## config.mk

```make
export PLATFORM = sky130hd
export DESIGN_NAME = axb_aw_arb
export DESIGN_NICKNAME = d
export VERILOG_FILES = /design/src/rtl/axb_aw_arb.sv
export SDC_FILE = /design/constraint.sdc
export NUM_CORES = 1
export LEC_CHECK = 0
export CAP_MARGIN = 25
export CORE_ASPECT_RATIO = 0.5
export CORE_MARGIN = 10
export CORE_UTILIZATION = 38
export CTS_CLUSTER_DIAMETER = 150
export CTS_CLUSTER_SIZE = 25
export DETAILED_ROUTE_END_ITERATION = 10
export PLACE_DENSITY = 0.91
export SYNTH_ARGS = -nofsm -noshare
export SYNTH_HDL_FRONTEND = slang
export SYNTH_SLANG_ARGS = --single-unit
```

## constraint.sdc

```tcl
create_clock -name clk -period 2.49 [get_ports clk]
set_clock_uncertainty 0.1 [all_clocks]
set_input_delay 0.498 -clock clk [delete_from_list [all_inputs] [get_ports clk]]
set_output_delay 0.498 -clock clk [all_outputs]
set_load 0.05 [all_outputs]
```

## src/rtl/axb_aw_arb.sv

```systemverilog
// Four-master round-robin write-address arbiter with a held slave request and an outstanding-write counter.
// Optional feature: define AXB_ARB_OUTSTD_LIMIT_EN to withhold grants while busy_cnt >= MAX_OUT.
module axb_aw_arb #(
  parameter int ID_W    = 4,
  parameter int PLD_W   = 5,
  parameter int MAX_OUT = 7
) (
  input  logic                 clk,
  input  logic                 rst,
  input  logic [3:0]           m_valid,
  output logic [3:0]           m_ready,
  input  logic [4*ID_W-1:0]    m_id,
  input  logic [4*PLD_W-1:0]   m_pld,
  output logic                 s_valid,
  input  logic                 s_ready,
  output logic [ID_W+2:0]      s_id,
  output logic [PLD_W-1:0]     s_pld,
  input  logic                 s_b_done,
  output logic [3:0]           busy_cnt
);

  if (MAX_OUT < 1 || MAX_OUT > 15) begin : g_bad_max_out
    $error("axb_aw_arb: MAX_OUT must be in 1..15");
  end

  typedef enum logic {IDLE, HOLD} state_t;

  state_t     state_q, state_d;
  logic [1:0] last_grant;
  logic [1:0] grant_idx;
  logic [1:0] cand;
  logic       grant_any;
  logic       blocked;
  logic       grant_fire;
  logic       hs;

  // Round-robin search starting one past the last granted master, wrapping 3->0.
  always_comb begin
    grant_any = 1'b0;
    grant_idx = last_grant;
    cand      = 2'd0;
    for (int k = 1; k <= 4; k++) begin
      cand = last_grant + 2'(k);
      if (!grant_any && m_valid[cand]) begin
        grant_any = 1'b1;
        grant_idx = cand;
      end
    end
  end

`ifdef AXB_ARB_OUTSTD_LIMIT_EN
  assign blocked = (busy_cnt >= 4'(MAX_OUT));
`else
  assign blocked = 1'b0;
`endif

  // Handshakes: a transfer happens only in a cycle where valid and ready are both high;
  // the master side sees ready only in the single IDLE grant cycle, and the slave side
  // holds valid and its payload stable from the grant edge until it sees ready.
  assign grant_fire = (state_q == IDLE) && grant_any && !blocked && !rst;
  assign m_ready    = grant_fire ? (4'b0001 << grant_idx) : 4'b0000;
  assign s_valid    = (state_q == HOLD);
  assign hs         = s_valid && s_ready;

  always_comb begin
    state_d = state_q;
    case (state_q)
      IDLE:    if (grant_fire) state_d = HOLD;
      HOLD:    if (hs)         state_d = IDLE;
      default:                 state_d = IDLE;
    endcase
  end

  always_ff @(posedge clk) begin
    if (rst) begin
      state_q <= IDLE;
    end else begin
      state_q <= state_d;
    end
  end

  // Captured request; last_grant resets to 3 so master 0 wins first.
  always_ff @(posedge clk) begin
    if (rst) begin
      s_id       <= '0;
      s_pld      <= '0;
      last_grant <= 2'd3;
    end else if (grant_fire) begin
      s_id       <= {{1'b0, grant_idx}, m_id[grant_idx*ID_W +: ID_W]};
      s_pld      <= m_pld[grant_idx*PLD_W +: PLD_W];
      last_grant <= grant_idx;
    end
  end

  always_ff @(posedge clk) begin
    if (rst) begin
      busy_cnt <= 4'd0;
    end else begin
      case ({hs, s_b_done})
        2'b10:   if (busy_cnt != 4'hF) busy_cnt <= busy_cnt + 4'd1;
        2'b01:   if (busy_cnt != 4'h0) busy_cnt <= busy_cnt - 4'd1;
        default: busy_cnt <= busy_cnt;
      endcase
    end
  end

endmodule

```

After elaboration in Yosys (flattened, before gate mapping) --
Index checks and enable logic that the tools add are counted.
Storage, ports and cells: input port bits 44, bits in registers 18, word-level logic and storage cells 60
Operators by class: add/subtract/negate cells 5, shift operators 3, magnitude comparators 4, equality and inequality tests 5, bitwise operators 1, mux-type cells 23, multiply operators 1, reductions and logical operators 13
Operators with widths (count):
- $shiftx 20x6->5 | 1
- $shiftx 16x5->4 | 1
- $lt 2x3->1 const B | 4
- $mux 4 | 3
- $mux 1 | 10
- $bmux 1 s2 | 4
- $mux 2 | 4
- $pmux 4 s2 | 1
- $logic_and 1x1->1 | 6
- $mul 2x3->5 const B | 1
- $add 2x2->2 const B | 2
- $add 4x1->4 const B | 1
- $logic_not 1->1 | 4
- $ne 2x2->1 const B | 2
- $ne 4x4->1 const B | 1
- $reduce_bool 4->1 | 1
- $shl 1x2->4 const A | 1
- $sub 4x1->4 const B | 1
- $reduce_and 3->1 | 1
- $add 2x1->2 const B | 1
- $eq 2x1->1 const B | 1
- $eq 2x2->1 const B | 1
- $pmux 1 s2 | 1
- $reduce_bool 2->1 | 1
- $not 1->1 | 1

Depth between registers and ports, before layout --
word-level depth 17, gate-level depth with buffers 9, mapped depth without buffers 9

Worst setup path before layout --
OpenSTA, ideal clock, no wires.
path type in2out, from input rst, to output m_ready[0], arrival time 2.085 ns, setup slack -0.193 ns, data required time 1.892 ns, cell stages on the path 5, cell sequence buf_2 nor3_1 or2b_2 clkbuf_8 nor2_1
On the way: longest elaborated chain between the ends 3
Ends and longest elaborated chain:
- start: declaration | RTL line 9 | input logic rst,
- $logic_not 1->1 | RTL line 60 | assign grant_fire = (state_q == IDLE) && grant_any && !blocked && !rst;
- $logic_and 1x1->1 | RTL line 60
- $mux 4 | RTL line 61 | assign m_ready = grant_fire ? (4'b0001 << grant_idx) : 4'b0000;
- end: declaration | RTL line 11 | output logic [3:0] m_ready,
Every way passes these cells.

Worst setup path in the final report --
from input m_valid[3], to output m_ready[1]
On the way: longest elaborated chain between the ends 15, elaborated cells between the ends (all ways) 26
Ends and longest elaborated chain:
- start: declaration | RTL line 10 | input logic [3:0] m_valid,
- $bmux 1 s2 | RTL line 44 | if (!grant_any && m_valid[cand]) begin
- $mux 1 (implied by the code) | RTL line 44
- $mux 1 | RTL line 44
- $logic_not 1->1 | RTL line 44
- $logic_and 1x1->1 | RTL line 44
- $mux 1 | RTL line 44
- $logic_not 1->1 | RTL line 44
- $logic_and 1x1->1 | RTL line 44
- $mux 1 | RTL line 44
- $logic_not 1->1 | RTL line 44
- $logic_and 1x1->1 | RTL line 44
- $mux 1 | RTL line 44
- $logic_and 1x1->1 (2 in series) | RTL line 60
- $mux 4 (*) | RTL line 61
Mark *: on every way between the ends. The rest lies on a longest branch, timed or not. The select of a mux whose other input is x is not followed.

==> out/results.tsv <==
metric	value	unit
status	completed	
vias in the first global route	1290	
reg2reg path depth	9	
Setup Buffers After CTS	0	
Hold Crit Start	s_id[5]	
CTS tree	yes	
I/O Buffers	63	
crit end category	primary output	
Synth Instances	128	
Post-synth top cells	mux2i_1, dfxtp_1, nand2_1, nor2_1, o221ai_1	
Crit. path cell count	6	
Synth Cell Area	1150	um^2
worst path arrival time	1.84	ns
# clock sinks	18	
PwrDens	627	nW/um^2
count leader, synth	mux2i_1	
largest net degree at the start of global routing	14	
Synth area leader	dfxtp_1	
slowest cell on the critical path	or2b_2	
first-pass GRT wire length	6.33	mm
Std-Cell Rows	13	
critical-path cell list	dlygate4sd2_1, nor3_1, a21oi_1, or2b_2, nor2_1, buf_6	
max frequency	410	MHz
GRT Util Overall	0.135	
dpl hpwl	3.30	mm
first-pass detailed-route iteration total	4	
area grow syn2layout	67.5	%
CP startpoint	m_valid[3]	
DR iter-0 viols	44	
Max FO, Critical Path	5	
Post-Route WL	4.10	mm
top-area cell type share of the netlist area	0.314	
Num CTS Buffers	3	
MaxCap Viol Count	0	
Most used DFF post-synth	dfxtp_1	
Core Util, Final	0.703	
EDFF count, synth	0	
Rel. slew slack	0.648	
Top delay family on crit path	simple AND/OR/NAND/NOR gates	
post-synthesis sequential area ratio	0.314	
Setup-failing EPs final	0	
core region area	2730	um^2
Die W	97.7	um
initial antenna violation count	0	
ANT cells	0	
Mapped Avg Cell Area	8.96	um^2
Req. time, crit path	1.89	ns
GRT Residual Overflow	0	
CP startpoint kind	input pin	
share of layout cells above drive strength 1	0.141	
Worst Setup Path Type	input pin to primary output	
die footprint	5750	um^2
Starting Density	0.420	
hold_buf cts	0	
clk_lat worst skew	0.26	ns
drt wl/cell	17.4	um
Leakage	0.000844	uW
worst hold stages	2	
routed vias	1222	
Peak VDD IR	450	uV
period utilisation layout	0.980	
Vias/cell	5.20	
Synth Warn #	0	
top cells by area, synth	dfxtp_1, mux2i_1, o221ai_1	
H-Tree Depth	1	
Final Hold Viols	0	
die height	58.9	um
clk slew on worst S/H paths	0.06	ns
Slew Limit Fails	0	
IO Pins	65	
Buf/Inv on CP	2	
final total power	1200	uW
Clock Tree Buf Depth	2	
fin nets	247	
DR DRC count	0	
Antenna Nets Post-Route	0	
CTS root buf	clkbuf_8	
CP max stage delay	0.34	ns
Worst Tran Pin Value	0.526	ns
r2r startpoint	s_valid	
asr flop ratio synth	0	
Yosys cell types	35	
Yosys reg bits	18	
GP Congestion	0.798	
Fin Hold WS	0.353	ns
post-synth net total	176	
Tmin final	2.44	ns
HP Class	register to register	
flop2flop setup slack	0.49	ns
==> cell usage in the layout (no fill, tap or decap), types with 2 or more instances in the layout <==
cell type,count
nor2_1,11
nand2_1,16
dlygate4sd2_1,4
nand2b_1,2
or2b_2,2
xor2_1,3
dfxtp_1,18
nor3_1,2
clkbuf_8,4
mux2i_1,20
a21oi_1,7
o221ai_1,9
clkdlybuf4s50_1,55
buf_12,2
buf_4,13
inv_1,5
ha_1,4
==> cells by family after synthesis <==
kind of cell,after synthesis,synth area share
multiplexers,20,0.174
flip-flops,18,0.314
adder cells (fa/ha/maj),4,0.0436
AO/OA/AOI/OAI,23,0.145
AND/OR/NAND/NOR,44,0.195
XOR/XNOR,4,0.0305
buffers and inverters,14,0.0938
other,1,0.00327
==> worst paths after layout <==
path	to
worst max register to register	busy_cnt[2]
worst min register to register	s_id[5]
worst min-delay path	s_id[5]
worst max-delay path	m_ready[1]
==> tightest hold or removal path: stages, from the launching register on <==
cell	delay [ns]
dfxtp_1	0.31
nand2_1	0.05
nand2_1	0.05
==> layer usage <==
metal  part of all wire  GRT usage
met1               0.36      0.129
met2               0.57      0.275
met4              0.026     0.0514
met5                  0          0
met3              0.044     0.0384
==> through the flow <==
| step | worst slack, ns | TNS, ns | instances | cell area [um^2] |
|---|---|---|---|---|
| after floorplan | -0.193 | -0.386 | 128 | 1150 |
| after global placement | -0.0689 | -0.242 | 231 | 1840 |
| after detailed placement | -0.164 | -0.508 | 231 | 1840 |
| after CTS | 0.0590 | 0 | 235 | 1920 |
| after global routing | -0.0427 | -0.0520 | 235 | 1920 |
| final | 0.0488 | 0 | 235 | 1920 |
==> sequential cells by signal, indices dropped and copies added (netlist names) <==
name / flops
s_id: 6
busy_cnt: 4
s_pld: 5
last_grant: 2
s_valid: 1
==> report_power, final <==
group | internal, uW | switching (uW)
Sequential | 335 | 49.8
Clock | 141 | 94.4
Combinational | 257 | 328
Total | 733 | 472
==> cell type report <==
class,count,area (um^2)
Sequential cell,18,360
Multi-Input combinational cell,96,707
Timing Repair Buffer,75,734
Tap cell,37,46.3
Fill cell,195,811
Clock buffer,4,55.1
Inverter,5,18.8
==> what timing repair did <==
item,4_1_cts,5_1_grt
pin swaps,0,0
setup endpoints to repair,4,3
gates resized for setup,9,1
endpoints found under the hold margin,0,0
(Power assumes the default switching activity.)
